`src/rtl/rst_seq_pkg.sv`:
```
// Shared definitions for the reset sequencer: FSM state encoding, reset-cause
// codes and a counter-width helper.
package rst_seq_pkg;

    typedef enum logic [1:0] {
        ST_ASSERT  = 2'b00,
        ST_RELEASE = 2'b01,
        ST_RUN     = 2'b10
    } rst_seq_state_e;

    localparam logic [1:0] RST_CAUSE_POR = 2'b01;
    localparam logic [1:0] RST_CAUSE_SW  = 2'b10;
    localparam logic [1:0] RST_CAUSE_WDT = 2'b11;

    // Bits needed for a counter that runs 0 .. n-1, never narrower than 1 bit.
    function automatic int cnt_w(input int n);
        return (n <= 1) ? 1 : $clog2(n);
    endfunction

endpackage

```
`src/rtl/rst_n_sync_chain.sv`:
```
// Reset synchroniser: asserts asynchronously, deasserts after SYNC_STAGES
// rising clock edges.
module rst_n_sync_chain #(
    parameter int SYNC_STAGES = 2
) (
    input  logic clk,
    input  logic rst_n_async,
    output logic rst_n_s
);

    logic [SYNC_STAGES-1:0] sync_r;

    // Shift ones in from the bottom once the pad reset is released.
    always_ff @(posedge clk or negedge rst_n_async) begin
        if (!rst_n_async) begin
            sync_r <= '0;
        end else begin
            sync_r <= {sync_r[SYNC_STAGES-2:0], 1'b1};
        end
    end

    assign rst_n_s = sync_r[SYNC_STAGES-1];

endmodule

```
`src/rtl/rst_n_seq_ctrl.sv`:
```
// Reset sequencer: synchronises the pad reset, holds all domains in reset for
// HOLD_CYCLES, then releases NUM_CH domains in order, GAP_CYCLES apart.
// Optional watchdog enabled with the RST_SEQ_WDT_EN macro.
module rst_n_seq_ctrl
    import rst_seq_pkg::*;
#(
    parameter int SYNC_STAGES = 2,
    parameter int HOLD_CYCLES = 4,
    parameter int GAP_CYCLES  = 2,
    parameter int NUM_CH      = 3,
    parameter int WDT_CYCLES  = 1024
) (
    input  logic              clk,
    input  logic              rst_n_async,
    input  logic              sw_rst_req,
`ifdef RST_SEQ_WDT_EN
    input  logic              wdt_kick,
`endif
    output logic [NUM_CH-1:0] rst_n_out,
    output logic              rst_busy,
    output logic [1:0]        rst_cause
);

    localparam int HOLD_W = cnt_w(HOLD_CYCLES);
    localparam int GAP_W  = cnt_w(GAP_CYCLES);
    localparam logic [HOLD_W-1:0] HOLD_LAST = HOLD_W'(HOLD_CYCLES - 1);
    localparam logic [GAP_W-1:0]  GAP_LAST  = GAP_W'(GAP_CYCLES - 1);
    localparam logic [NUM_CH-1:0] OUT_FIRST = NUM_CH'(1'b1);

    if (SYNC_STAGES < 2 || HOLD_CYCLES < 1 || GAP_CYCLES < 1 ||
        NUM_CH < 1 || WDT_CYCLES < 2) begin : g_param_check
        $error("rst_n_seq_ctrl: illegal parameter value");
    end

    rst_seq_state_e    state_r;
    logic [HOLD_W-1:0] hold_cnt_r;
    logic [GAP_W-1:0]  gap_cnt_r;
    logic [NUM_CH-1:0] rst_n_out_r;
    logic              rst_busy_r;
    logic [1:0]        rst_cause_r;

    logic              rst_n_s;
    logic [HOLD_W-1:0] hold_inc_s;
    logic [GAP_W-1:0]  gap_inc_s;
    logic [NUM_CH-1:0] out_step_s;
    logic              wdt_expire_s;

    rst_n_sync_chain #(
        .SYNC_STAGES (SYNC_STAGES)
    ) u_sync (
        .clk         (clk),
        .rst_n_async (rst_n_async),
        .rst_n_s     (rst_n_s)
    );

    assign hold_inc_s = hold_cnt_r + HOLD_W'(1);
    assign gap_inc_s  = gap_cnt_r + GAP_W'(1);
    // Thermometer step: shift in one more released channel from bit 0 upward.
    assign out_step_s = NUM_CH'({rst_n_out_r, 1'b1});

`ifdef RST_SEQ_WDT_EN
    localparam int WDT_W = cnt_w(WDT_CYCLES);
    localparam logic [WDT_W-1:0] WDT_LAST = WDT_W'(WDT_CYCLES - 1);

    logic [WDT_W-1:0] wdt_cnt_r;
    logic [WDT_W-1:0] wdt_inc_s;

    assign wdt_inc_s    = wdt_cnt_r + WDT_W'(1);
    assign wdt_expire_s = (state_r == ST_RUN) && !wdt_kick && (wdt_inc_s == WDT_LAST);

    // Watchdog counts only in RUN; it sits at zero elsewhere so RUN entry starts fresh.
    always_ff @(posedge clk or negedge rst_n_async) begin
        if (!rst_n_async) begin
            wdt_cnt_r <= '0;
        end else if (state_r != ST_RUN || wdt_kick) begin
            wdt_cnt_r <= '0;
        end else begin
            wdt_cnt_r <= wdt_inc_s;
        end
    end
`else
    assign wdt_expire_s = 1'b0;
`endif

    // Sequencer FSM with registered reset outputs.
    always_ff @(posedge clk or negedge rst_n_async) begin
        if (!rst_n_async) begin
            state_r     <= ST_ASSERT;
            hold_cnt_r  <= '0;
            gap_cnt_r   <= '0;
            rst_n_out_r <= '0;
            rst_busy_r  <= 1'b1;
            rst_cause_r <= RST_CAUSE_POR;
        end else begin
            case (state_r)
                ST_ASSERT: begin
                    if (!rst_n_s) begin
                        hold_cnt_r <= '0;
                    end else if (hold_cnt_r == HOLD_LAST) begin
                        hold_cnt_r  <= '0;
                        rst_n_out_r <= OUT_FIRST;
                        gap_cnt_r   <= '0;
                        if (NUM_CH == 1) begin
                            state_r    <= ST_RUN;
                            rst_busy_r <= 1'b0;
                        end else begin
                            state_r <= ST_RELEASE;
                        end
                    end else begin
                        hold_cnt_r <= hold_inc_s;
                    end
                end
                ST_RELEASE: begin
                    if (gap_cnt_r == GAP_LAST) begin
                        gap_cnt_r   <= '0;
                        rst_n_out_r <= out_step_s;
                        if (&out_step_s) begin
                            state_r    <= ST_RUN;
                            rst_busy_r <= 1'b0;
                        end else begin
                            state_r <= ST_RELEASE;
                        end
                    end else begin
                        gap_cnt_r <= gap_inc_s;
                    end
                end
                ST_RUN: begin
                    // Software request takes priority over a simultaneous watchdog expiry.
                    if (sw_rst_req) begin
                        state_r     <= ST_ASSERT;
                        hold_cnt_r  <= '0;
                        rst_n_out_r <= '0;
                        rst_busy_r  <= 1'b1;
                        rst_cause_r <= RST_CAUSE_SW;
                    end else if (wdt_expire_s) begin
                        state_r     <= ST_ASSERT;
                        hold_cnt_r  <= '0;
                        rst_n_out_r <= '0;
                        rst_busy_r  <= 1'b1;
                        rst_cause_r <= RST_CAUSE_WDT;
                    end else begin
                        state_r <= ST_RUN;
                    end
                end
                default: begin
                    state_r     <= ST_ASSERT;
                    hold_cnt_r  <= '0;
                    gap_cnt_r   <= '0;
                    rst_n_out_r <= '0;
                    rst_busy_r  <= 1'b1;
                end
            endcase
        end
    end

    assign rst_n_out = rst_n_out_r;
    assign rst_busy  = rst_busy_r;
    assign rst_cause = rst_cause_r;

endmodule

```
`config.mk`:
```
export PLATFORM = sky130hd
export DESIGN_NAME = rst_n_seq_ctrl
export DESIGN_NICKNAME = d
export VERILOG_FILES = /design/src/rtl/rst_seq_pkg.sv /design/src/rtl/rst_n_sync_chain.sv /design/src/rtl/rst_n_seq_ctrl.sv
export SDC_FILE = /design/constraint.sdc
export NUM_CORES = 1
export LEC_CHECK = 0
export CAP_MARGIN = 10
export CORE_AREA = 2 2 39 41
export DETAILED_ROUTE_END_ITERATION = 6
export DIE_AREA = 0 0 41 43
export PLACE_DENSITY_LB_ADDON = 0.08
export SLEW_MARGIN = 15
export SYNTH_ARGS = -nofsm -noshare
export SYNTH_HDL_FRONTEND = slang
export SYNTH_SLANG_ARGS = --single-unit
```
`constraint.sdc`:
```
create_clock -name clk -period 1.4 [get_ports clk]
set_clock_uncertainty 0.2 [all_clocks]
set_input_delay 0.35 -clock clk [delete_from_list [all_inputs] [get_ports clk]]
set_output_delay 0.35 -clock clk [all_outputs]
set_load 0.01 [all_outputs]
```
==> metrics.txt <==
# TYPE chip_impl_metric gauge
chip_impl_metric{name="post-dp-hpwl",unit="µm"} 896
chip_impl_metric{name="postLayoutSetupSlackWorst",unit="ns"} -0.0900
chip_impl_metric{name="num_io_pins",unit=""} 9
chip_impl_metric{name="post_drt_antenna_nets",unit=""} 0
chip_impl_metric{name="clk_pin_slew",unit="ns"} 0.08
chip_impl_metric{name="routed_via_count",unit=""} 475
chip_impl_metric{name="grt_antenna_before_repair",unit=""} 0
chip_impl_info{name="critical_path.cell_chain",value="buf_6"} 1
chip_impl_metric{name="max_freq",unit="MHz"} 671
chip_impl_metric{name="ir_drop",unit="V"} 0.000836
chip_impl_metric{name="yosysSeqAreaShare",unit="%"} 53.5
chip_impl_metric{name="synthesis.instances",unit=""} 54
chip_impl_metric{name="cp_num_buf_inv",unit=""} 1
chip_impl_metric{name="clock_sink_count",unit=""} 13
chip_impl_metric{name="overall_die_area",unit="µm²"} 1760
chip_impl_info{name="worst_r2r_endpoint",value="rst_n_out[0]"} 1
chip_impl_metric{name="first_pass_iters",unit=""} 4
chip_impl_metric{name="total_negative_slack",unit="ns"} -0.163
chip_impl_metric{name="p_total",unit="mW"} 1.53
chip_impl_info{name="final_common_cell",value="sky130_fd_sc_hd__buf_4"} 1
chip_impl_metric{name="syn2layout_area_growth",unit="%"} 33.1
chip_impl_info{name="setup.worst_path.end_class",value="output port"} 1
chip_impl_metric{name="drive_gt1_share",unit="%"} 44.2
chip_impl_metric{name="wirelength",unit="µm"} 1240
chip_impl_info{name="rsz0062_at_grt",value="true"} 1
chip_impl_info{name="startpoint",value="rst_busy"} 1
chip_impl_metric{name="grt_max_degree",unit=""} 14
chip_impl_metric{name="max-clock-path-buffers",unit=""} 2
chip_impl_metric{name="fin_worst_hold_slack",unit="ns"} 0.157
chip_impl_metric{name="worstPathMaxFanout",unit=""} 2
chip_impl_metric{name="timing.critical_path.depth",unit=""} 1
chip_impl_metric{name="initial_utilization",unit="%"} 44.3
chip_impl_metric{name="cts_inserted_buffers",unit=""} 3
chip_impl_metric{name="drt-wirelength-per-cell",unit="µm"} 13.3
chip_impl_metric{name="clkLatencyLatePin",unit="ns"} 0.28
chip_impl_metric{name="netlist.area_leader.share",unit="%"} 44.9
chip_impl_info{name="outcome",value="complete, but fails checks"} 1
chip_impl_metric{name="grt_pass1_wl",unit="µm"} 2020
chip_impl_info{name="critical_path.reg2reg.startpoint",value="hold_cnt_r[0]"} 1
chip_impl_metric{name="die_h",unit="µm"} 43
chip_impl_metric{name="use_met2",unit="%"} 25.3
chip_impl_metric{name="grt_use_met3",unit="%"} 4.71
chip_impl_metric{name="drv_cap",unit=""} 0
chip_impl_metric{name="core_area",unit="µm²"} 1380
chip_impl_info{name="cell_at_the_root_of_the_clock_tree",value="sky130_fd_sc_hd__clkbuf_4"} 1
chip_impl_info{name="critical_path.slowest_cell",value="sky130_fd_sc_hd__dfstp_2"} 1
chip_impl_info{name="cts_tree",value="yes"} 1
chip_impl_metric{name="cts.hold.buffers_added",unit=""} 0
chip_impl_metric{name="cellPowerDensity",unit="nW/µm²"} 1880
chip_impl_info{name="synthTopCellsByArea",value="sky130_fd_sc_hd__dfrtp_1, sky130_fd_sc_hd__dfstp_2, sky130_fd_sc_hd__a221oi_4"} 1
chip_impl_metric{name="antenna_cells_inserted",unit=""} 0
chip_impl_metric{name="die_w",unit="µm"} 41
chip_impl_metric{name="nNetsFinal",unit=""} 82
chip_impl_metric{name="first_global_vias",unit=""} 434
chip_impl_metric{name="reg_to_reg_setup_timing_slack",unit="ns"} 0.06
chip_impl_metric{name="ys_types",unit=""} 26
chip_impl_metric{name="avgSynthCellArea",unit="µm²"} 11.4
chip_impl_metric{name="synth.net_count",unit=""} 58
chip_impl_metric{name="mappedNetlistArea",unit="µm²"} 613
chip_impl_metric{name="period_minus_slack",unit="ns"} 1.49
chip_impl_metric{name="yosysWarnings",unit=""} 0
chip_impl_info{name="netlist.top_cell.by_area",value="sky130_fd_sc_hd__dfrtp_1"} 1
chip_impl_metric{name="drt_first_iter_violations",unit=""} 6
chip_impl_info{name="failing_checks",value="negative setup slack"} 1
chip_impl_info{name="busiest_layer",value="met2"} 1
chip_impl_metric{name="cpPeakStageDelay",unit="ns"} 0.56
chip_impl_metric{name="timing.final.max_slew_violations",unit=""} 0
chip_impl_info{name="min_path_type",value="input pin to async pin"} 1
chip_impl_metric{name="gp_congestion",unit=""} 0.711
chip_impl_metric{name="worstRegToRegCells",unit=""} 3
chip_impl_info{name="cp-start-kind",value="flop"} 1
chip_impl_metric{name="buffer_ports.inserted",unit=""} 8
chip_impl_metric{name="timing.critical_path.arrival",unit="ns"} 0.94
chip_impl_metric{name="placedInstanceArea",unit="µm²"} 781
chip_impl_metric{name="finalHoldViolations",unit=""} 0
chip_impl_info{name="mostFrequentLayoutCells",value="sky130_fd_sc_hd__buf_4, sky130_fd_sc_hd__dfrtp_1, sky130_fd_sc_hd__inv_1, sky130_fd_sc_hd__buf_2"} 1
chip_impl_metric{name="timing.final.setup_violations",unit=""} 2
chip_impl_metric{name="power_leakage",unit="nW"} 0.402
chip_impl_metric{name="critPathRequiredTime",unit="ns"} 0.85
chip_impl_info{name="worstSetupPathType",value="flop to output port"} 1
chip_impl_metric{name="grt_overflow_total",unit=""} 0
chip_impl_metric{name="route.detailed.drc",unit=""} 0
chip_impl_metric{name="placement_rows",unit=""} 14
chip_impl_metric{name="h_tree_levels",unit=""} 1
chip_impl_metric{name="global_route.usage.total",unit="%"} 18.0
chip_impl_metric{name="met1_usage",unit="%"} 24.3
chip_impl_metric{name="route.detailed.vias_per_inst",unit=""} 5.11
chip_impl_info{name="crit_family",value="flip-flops"} 1
chip_impl_metric{name="synth-seq-cells",unit=""} 13
chip_impl_info{name="timing_endpoint_of_the_critical_path",value="rst_busy"} 1
chip_impl_metric{name="timing.final.crit_share",unit="%"} 106
chip_impl_metric{name="fin_area",unit="µm²"} 816
## timing repair
item | in CTS | in global routing
setup buffers | 0 | 1
resized for setup | 27 | 5
pin swaps | 0 | 2
setup endpoints to repair | 7 | 8
## flip-flops by register name (all words and copies together), names as in the netlist
signal	flops
rst_cause	2
u_sync.sync_r	2
rst_busy	1
rst_n_out	3
hold_cnt_r	2
gap_cnt_r	1
state_r	2
## report_power, final
group / switching, mW / leakage [nW] / total (mW) / internal [mW]
registers: 0.0972 / 0.151 / 0.591 / 0.493
logic: 0.323 / 0.233 / 0.704 / 0.381
clock network: 0.132 / 0.0177 / 0.238 / 0.106
total: 0.552 / 0.402 / 1.53 / 0.981
## cell families (layout without fill, tap and decap cells)
logic type | Yosys count | count (layout) | synth area share, %
buffers and inverters | 6 | 29 | 6.12
AO/OA/AOI/OAI | 18 | 18 | 22.2
adder cells (fa/ha/maj) | 1 | 1 | 2.04
AND/OR/NAND/NOR | 14 | 14 | 13.9
flip-flops | 13 | 13 | 53.5
other | 1 | 1 | 0.612
multiplexers | 1 | 1 | 1.63
## cells in the mapped netlist
library cell / count
sky130_fd_sc_hd__nor2b_1: 1
sky130_fd_sc_hd__o21ai_1: 1
sky130_fd_sc_hd__nor2b_4: 1
sky130_fd_sc_hd__nand2_1: 3
sky130_fd_sc_hd__a21o_1: 1
sky130_fd_sc_hd__nor2_1: 3
sky130_fd_sc_hd__a22oi_1: 2
sky130_fd_sc_hd__nor3_1: 2
sky130_fd_sc_hd__o2bb2ai_1: 1
sky130_fd_sc_hd__nand4_2: 1
sky130_fd_sc_hd__nand2b_1: 2
sky130_fd_sc_hd__ha_1: 1
sky130_fd_sc_hd__o21a_1: 1
sky130_fd_sc_hd__a221oi_4: 1
sky130_fd_sc_hd__mux2i_1: 1
sky130_fd_sc_hd__o22ai_1: 3
sky130_fd_sc_hd__or2b_1: 1
sky130_fd_sc_hd__a21bo_2: 1
sky130_fd_sc_hd__conb_1: 1
sky130_fd_sc_hd__o21ai_0: 2
sky130_fd_sc_hd__inv_1: 4
sky130_fd_sc_hd__dfrtp_1: 11
sky130_fd_sc_hd__a21oi_1: 4
sky130_fd_sc_hd__o21bai_1: 1
sky130_fd_sc_hd__dfstp_2: 2
sky130_fd_sc_hd__buf_6: 2
## how the worst min path moves through the flow
| stage | from | to | cells past startpoint |
|---|---|---|---|
| 6_report | rst_n_async | rst_n_out[1] | 2 |
| 5_1_grt | u_sync.sync_r[0] | u_sync.sync_r[1] | 0 |
| 4_1_cts | rst_n_async | hold_cnt_r[0] | 2 |
| 3_5_place_dp | u_sync.sync_r[0] | u_sync.sync_r[1] | 0 |
| 3_3_place_gp | u_sync.sync_r[0] | u_sync.sync_r[1] | 0 |
| 2_1_floorplan | rst_n_async | gap_cnt_r | 0 |
## routing by layer
layer | routed length [µm] | share of wire [%]
met5 | 0 | 0
met4 | 27 | 2.2
met3 | 49 | 4.0
met2 | 603 | 49
met1 | 555 | 45
## final cells by class
class | count | area [µm²]
clock inverters | 1 | 5.00
clock buffers | 3 | 22.5
inverters | 4 | 15.0
flip-flops and latches | 13 | 330
fillers | 142 | 568
multi-input cells | 35 | 260
well taps | 16 | 20.0
repair buffers | 21 | 163
## metrics by stage
step	util, %	instances	setup slack (ns)
finish	59.0	93	-0.0900
detailed placement	56.4	88	-0.237
global placement	56.4	88	-0.217
floorplan	-	54	0.0933
global route	59.0	93	-0.115
CTS	57.3	92	-0.0980
(Power assumes the default switching activity.)
==> variant 1, RTL diff (same settings) <==
`SYNC_STAGES` is set to 2 in 2 places; all go to 4.
--- a/src/rtl/rst_n_sync_chain.sv
+++ b/src/rtl/rst_n_sync_chain.sv
@@ -2,5 +2,5 @@
 // rising clock edges.
 module rst_n_sync_chain #(
-    parameter int SYNC_STAGES = 2
+    parameter int SYNC_STAGES = 4
 ) (
     input  logic clk,
--- a/src/rtl/rst_n_seq_ctrl.sv
+++ b/src/rtl/rst_n_seq_ctrl.sv
@@ -5,5 +5,5 @@
     import rst_seq_pkg::*;
 #(
-    parameter int SYNC_STAGES = 2,
+    parameter int SYNC_STAGES = 4,
     parameter int HOLD_CYCLES = 4,
     parameter int GAP_CYCLES  = 2,
Formal check against the unedited RTL: not equivalent (a bounded check fails within 10 cycles, from zero or initial values and one cycle with rst_n_async low).
==> variant 1 against the original RTL <==
The flow still finishes with violations (setup timing). First-iteration DRC count grew 33%. Sequential cell count grew 2. Critical endpoint is now rst_cause[0]. Critical path type unchanged. Synthesized area grew 5.7%. Routed wire length shrank 1.4%. Synthesized cell count grew 5.6%. Largest power group unchanged. Power grew 8.0%. Cell area grew 7.4%. Setup slack gained 0.018 ns. Largest cell class unchanged.
==> variant 1: results (changes against the original RTL) <==
vdd_ir_drop_max_mv: 1.17  # +40%
critical_path_arrival_ns: 0.92  # -0.02 ns
number_of_global_route_vias_before_repair: 498  # +15%
rr_worst_depth: 2  # -1
preCtsSetupSlack_ns: -0.252  # -0.0148 ns
synth_seq_area_share_pct: 58.3  # +4.8 points
routed-via-count: 504  # +6.1%
synth_commonest_cells: "13 x sky130_fd_sc_hd__dfrtp_1, 8 x sky130_fd_sc_hd__nand2_1, 3 x sky130_fd_sc_hd__nand3_1, 3 x sky130_fd_sc_hd__nor2_1, 3 x sky130_fd_sc_hd__o21ai_1"
first_pass_grt_wire_length_mm: 2.04  # +1.0%
post-dp-hpwl_um: 854  # -4.6%
flip_flop_count_of_the_largest_register_all_copies_and_words_added: 4  # +1
hold_crit_path_type: "reg -> reg"
violations_in_the_final_reports: "setup timing"
root_buffer: "sky130_fd_sc_hd__clkbuf_4"
met2_wirelength_um: 608  # +0.83%
cellInternalPower_mw: 1.09  # +11%
drt-wirelength-per-cell_um: 12.7  # -4.5%
grt_max_degree: 16  # +2
routed-wl-met3_um: 28  # -43%
outcome: "finished with violations"
nNetsFinal: 85  # +3.7%
regToRegStartpoint: "state_r[1]"
synth_area_leaders: "sky130_fd_sc_hd__dfrtp_1 50%, sky130_fd_sc_hd__dfstp_2 8.1%, sky130_fd_sc_hd__nand2_1 4.6%"
final.setup.worst_slack_ns: -0.0716  # +0.0183 ns
setup_viol: 2  # unchanged
p_leak_nw: 0.408  # +1.6%
drt_first_iter_violations: 8  # +2
met1_usage_pct: 23.3  # -1.1 points
post_cts_buffers: 1  # +1
-- variant 1: cells by family after synthesis --
logic type,share of synthesized area [%]
other,0.579
buffers and inverters,3.28
AO/OA/AOI/OAI,15.8
adder cells (fa/ha/maj),1.93
flip-flops,58.3
multiplexers,1.54
AND/OR/NAND/NOR,18.5
-- variant 1: layout make-up --
| type | instances | area, um^2 |
|---|---|---|
| Clock inverter | 1 | 5.00 |
| Tap cell | 16 | 20.0 |
| Multi-Input combinational cell | 39 | 268 |
| Sequential cell | 15 | 380 |
| Timing Repair Buffer | 22 | 180 |
| Fill cell | 121 | 508 |
| Clock buffer | 3 | 22.5 |
-- variant 1: power by group through the flow --
| stage | clock (mW) | sequential (mW) | combinational, mW |
|---|---|---|---|
| 2_1_floorplan | 0 | 0.673 | 0.384 |
| 3_3_place_gp | 0 | 0.691 | 0.706 |
| 3_5_place_dp | 0 | 0.693 | 0.710 |
| 4_1_cts | 0.250 | 0.686 | 0.703 |
| 5_1_grt | 0.276 | 0.726 | 0.791 |
| 6_report | 0.241 | 0.699 | 0.716 |
-- variant 1: stage by stage --
step / hold WS (ns) / TNS [ns] / util, % / instances
floorplan: -0.146 / 0 / - / 57
CTS: 0.157 / -0.161 / 62.3 / 96
global route: 0.165 / -0.219 / 63.3 / 96
global placement: 0.134 / -1.60 / 60.5 / 91
finish: 0.155 / -0.140 / 63.3 / 96
detailed placement: 0.136 / -1.75 / 60.5 / 91
-- variant 1: worst max path at each step --
stage / cells after the start / endpoint
2_1_floorplan: 4 / hold_cnt_r[0]
3_3_place_gp: 3 / rst_n_out[0]
3_5_place_dp: 3 / rst_n_out[0]
4_1_cts: 1 / rst_busy
5_1_grt: 1 / rst_busy
6_report: 1 / rst_cause[0]
==> variant 2, RTL diff (config.mk and constraints unchanged) <==
Without the edit above. Re-encode `rst_seq_state_e` (3 states) as one-hot, 3 bits wide.
--- a/src/rtl/rst_seq_pkg.sv
+++ b/src/rtl/rst_seq_pkg.sv
@@ -3,8 +3,8 @@
 package rst_seq_pkg;
 
-    typedef enum logic [1:0] {
-        ST_ASSERT  = 2'b00,
-        ST_RELEASE = 2'b01,
-        ST_RUN     = 2'b10
+    typedef enum logic [2:0] {
+        ST_ASSERT  = 3'b001,
+        ST_RELEASE = 3'b010,
+        ST_RUN     = 3'b100
     } rst_seq_state_e;
 
Check against the original RTL: no difference found for any inputs over 10 cycles, from zero or initial values and one cycle with rst_n_async low; not proved beyond that.
==> variant 2 against the original RTL <==
The flow still finishes with violations (setup timing). Synthesized cell count is 11% higher. Cell area up 34%. Routed wire length up 42%. Synthesized area increased by 9.8%. Power down 25%. Core utilization increased by 20 points. Global-route usage rose by 4.8 points. Setup slack worse by 0.13 ns. Sequential cell count grew 1. Die area unchanged. Critical endpoint is now rst_n_out[2].
==> variant 2: results (changes against the original RTL) <==
outcome: "finished with violations"
violations_in_the_final_reports: "setup timing"
firstDrtPassIters: 4  # unchanged
drt_first_iter_violations: 21  # +15
final.setup.worst_slack_ns: -0.223  # -0.133 ns
p_leak_nw: 0.511  # +27%
grt_use_total_pct: 22.8  # +4.8 points
synth_fp_nets: 64  # +10%
gr-usage-met3_pct: 4.71  # unchanged
dp.cells: 101  # +15%
io_buffer_count: 8  # unchanged
synth_area_leaders: "sky130_fd_sc_hd__dfrtp_1 41%, sky130_fd_sc_hd__dfstp_2 12%, sky130_fd_sc_hd__mux2_4 4.5%"
clkTransAtPathRegs_ns: 0.09
critical_path_arrival_ns: 1.60  # +0.66 ns
preCtsSetupSlack_ns: -0.348  # -0.111 ns
antenna-diode-count: 0  # unchanged
routability_congestion: 0.804  # +13%
hold_crit_path_type: "reg -> reg"
met1_usage_pct: 28.8  # +4.5 points
largest_buffer_count_on_any_clock_path: 2  # unchanged
drive_above_1_share_pct: 67.0  # +23 points
grt_max_degree: 15  # +1
route.detailed.vias_per_inst: 5.35  # +4.7%
crit_fanout: 4  # +2
grt_antenna_before_repair: 0  # unchanged
worst_skew_pair.late_latency_ns: 0.28  # about the same
first_pass_grt_wire_length_mm: 2.62  # +30%
post-dp-hpwl_mm: 1.10  # +23%
place_area_um2: 913  # +17%
synth_commonest_cells: "11 x sky130_fd_sc_hd__dfrtp_1, 7 x sky130_fd_sc_hd__nand2_1, 5 x sky130_fd_sc_hd__a21oi_1"
htreeDepth: 1  # unchanged
gr-usage-met2_pct: 36.9  # +12 points
number_of_global_route_vias_before_repair: 574  # +32%
area.sequential_um2: 354  # +7.2%
drv_cap: 0  # unchanged
avgSynthCellArea_um2: 11.2  # -1.2%
num-fill-cells: 95  # -33%
vdd_ir_drop_max_mv: 0.862  # +3.2%
asyncSetResetFlopFracSynth_pct: 100  # unchanged
synth_seq_area_share_pct: 52.6  # -0.87 points
drt-wirelength-per-cell_um: 15.6  # +17%
setup_viol: 13  # +11
total_cts_buffers: 3  # unchanged
routed-via-count: 604  # +27%
synth.lib_cells_used.distinct: 30  # +15%
ys_warn_count: 0  # unchanged
==> variant 2: changes by cell type in the layout (fill, tap and decap cells not counted), moves of 4 or more <==
cell,unedited run,this run
sky130_fd_sc_hd__buf_4,13,19
sky130_fd_sc_hd__inv_1,4,0
sky130_fd_sc_hd__a21oi_2,1,5
sky130_fd_sc_hd__buf_6,2,8
==> variant 2: worst max-delay path, stage by stage, from the launching register on <==
cell and delay [ns]:
sky130_fd_sc_hd__dfstp_2 0.58, sky130_fd_sc_hd__and2b_4 0.17, sky130_fd_sc_hd__a21oi_2 0.06, sky130_fd_sc_hd__o21ai_2 0.19, sky130_fd_sc_hd__mux2_4 0.32
==> variant 2: path summary, 6_finish.rpt <==
check | startpoint | to | slack (ns) | cells past startpoint
worst min-delay path | u_sync.sync_r[0] | u_sync.sync_r[1] | 0.16 | 0
min in group asynchronous | rst_n_async | rst_n_out[0] | 0.19 | 2
max in group asynchronous | rst_n_async | rst_cause[0] | 0.60 | 2
worst max register to register | state_r[0] | rst_n_out[2] | -0.22 | 4
worst min register to register | u_sync.sync_r[0] | u_sync.sync_r[1] | 0.16 | 0
worst max-delay path | state_r[0] | rst_n_out[2] | -0.22 | 4
==> variant 2: logic make-up (layout without fill, tap and decap cells) <==
group | count (synthesis) | after routing | share of synthesized area (%)
fa+ha+maj | 1 | 1 | 1.86
simple gates | 24 | 24 | 21.4
other cells | 1 | 1 | 0.557
compound gates | 17 | 17 | 18.6
buf+inv | 1 | 38 | 0.557
flops | 14 | 14 | 52.6
mux | 2 | 2 | 4.46
==> variant 2: final cells by class <==
class | instances | share of cell area, %
multi-input combinational | 45 | 35.7
timing repair buffer | 33 | 26.3
sequential | 14 | 32.4
tap | 16 | 1.83
inverter | 1 | 0.344
clock buffer | 4 | 3.32
==> variant 2: report_power, final <==
part           internal [mW]  leakage [nW]  switching, mW
clock                  0.158        0.0210          0.138
sequential             0.466         0.176         0.0315
combinational          0.203         0.315          0.158
==> variant 2: through the flow <==
stage	TNS (ns)	hold slack [ns]
3_5_place_dp	-2.36	0.137
4_1_cts	-1.53	0.158
3_3_place_gp	-2.13	0.132
6_report	-1.33	0.156
5_1_grt	-2.14	0.162
2_1_floorplan	-0.489	-0.146
==> variant 2: layer usage <==
| metal | routed length, um | vias to the layer above |
|---|---|---|
| met5 | 0 | - |
| met4 | 23 | 0 |
| met3 | 81 | 4 |
| met2 | 934 | 19 |
| met1 | 720 | 290 |
| li1 | - | 291 |
==> variant 2: timing repair <==
item / CTS / global route
setup buffers: 5 / 5
endpoints found under the setup margin: 15 / 15
pin swaps: 8 / 11
hold buffers: 0 / 0
gates resized for setup: 36 / 14
cloned: 0 / 0
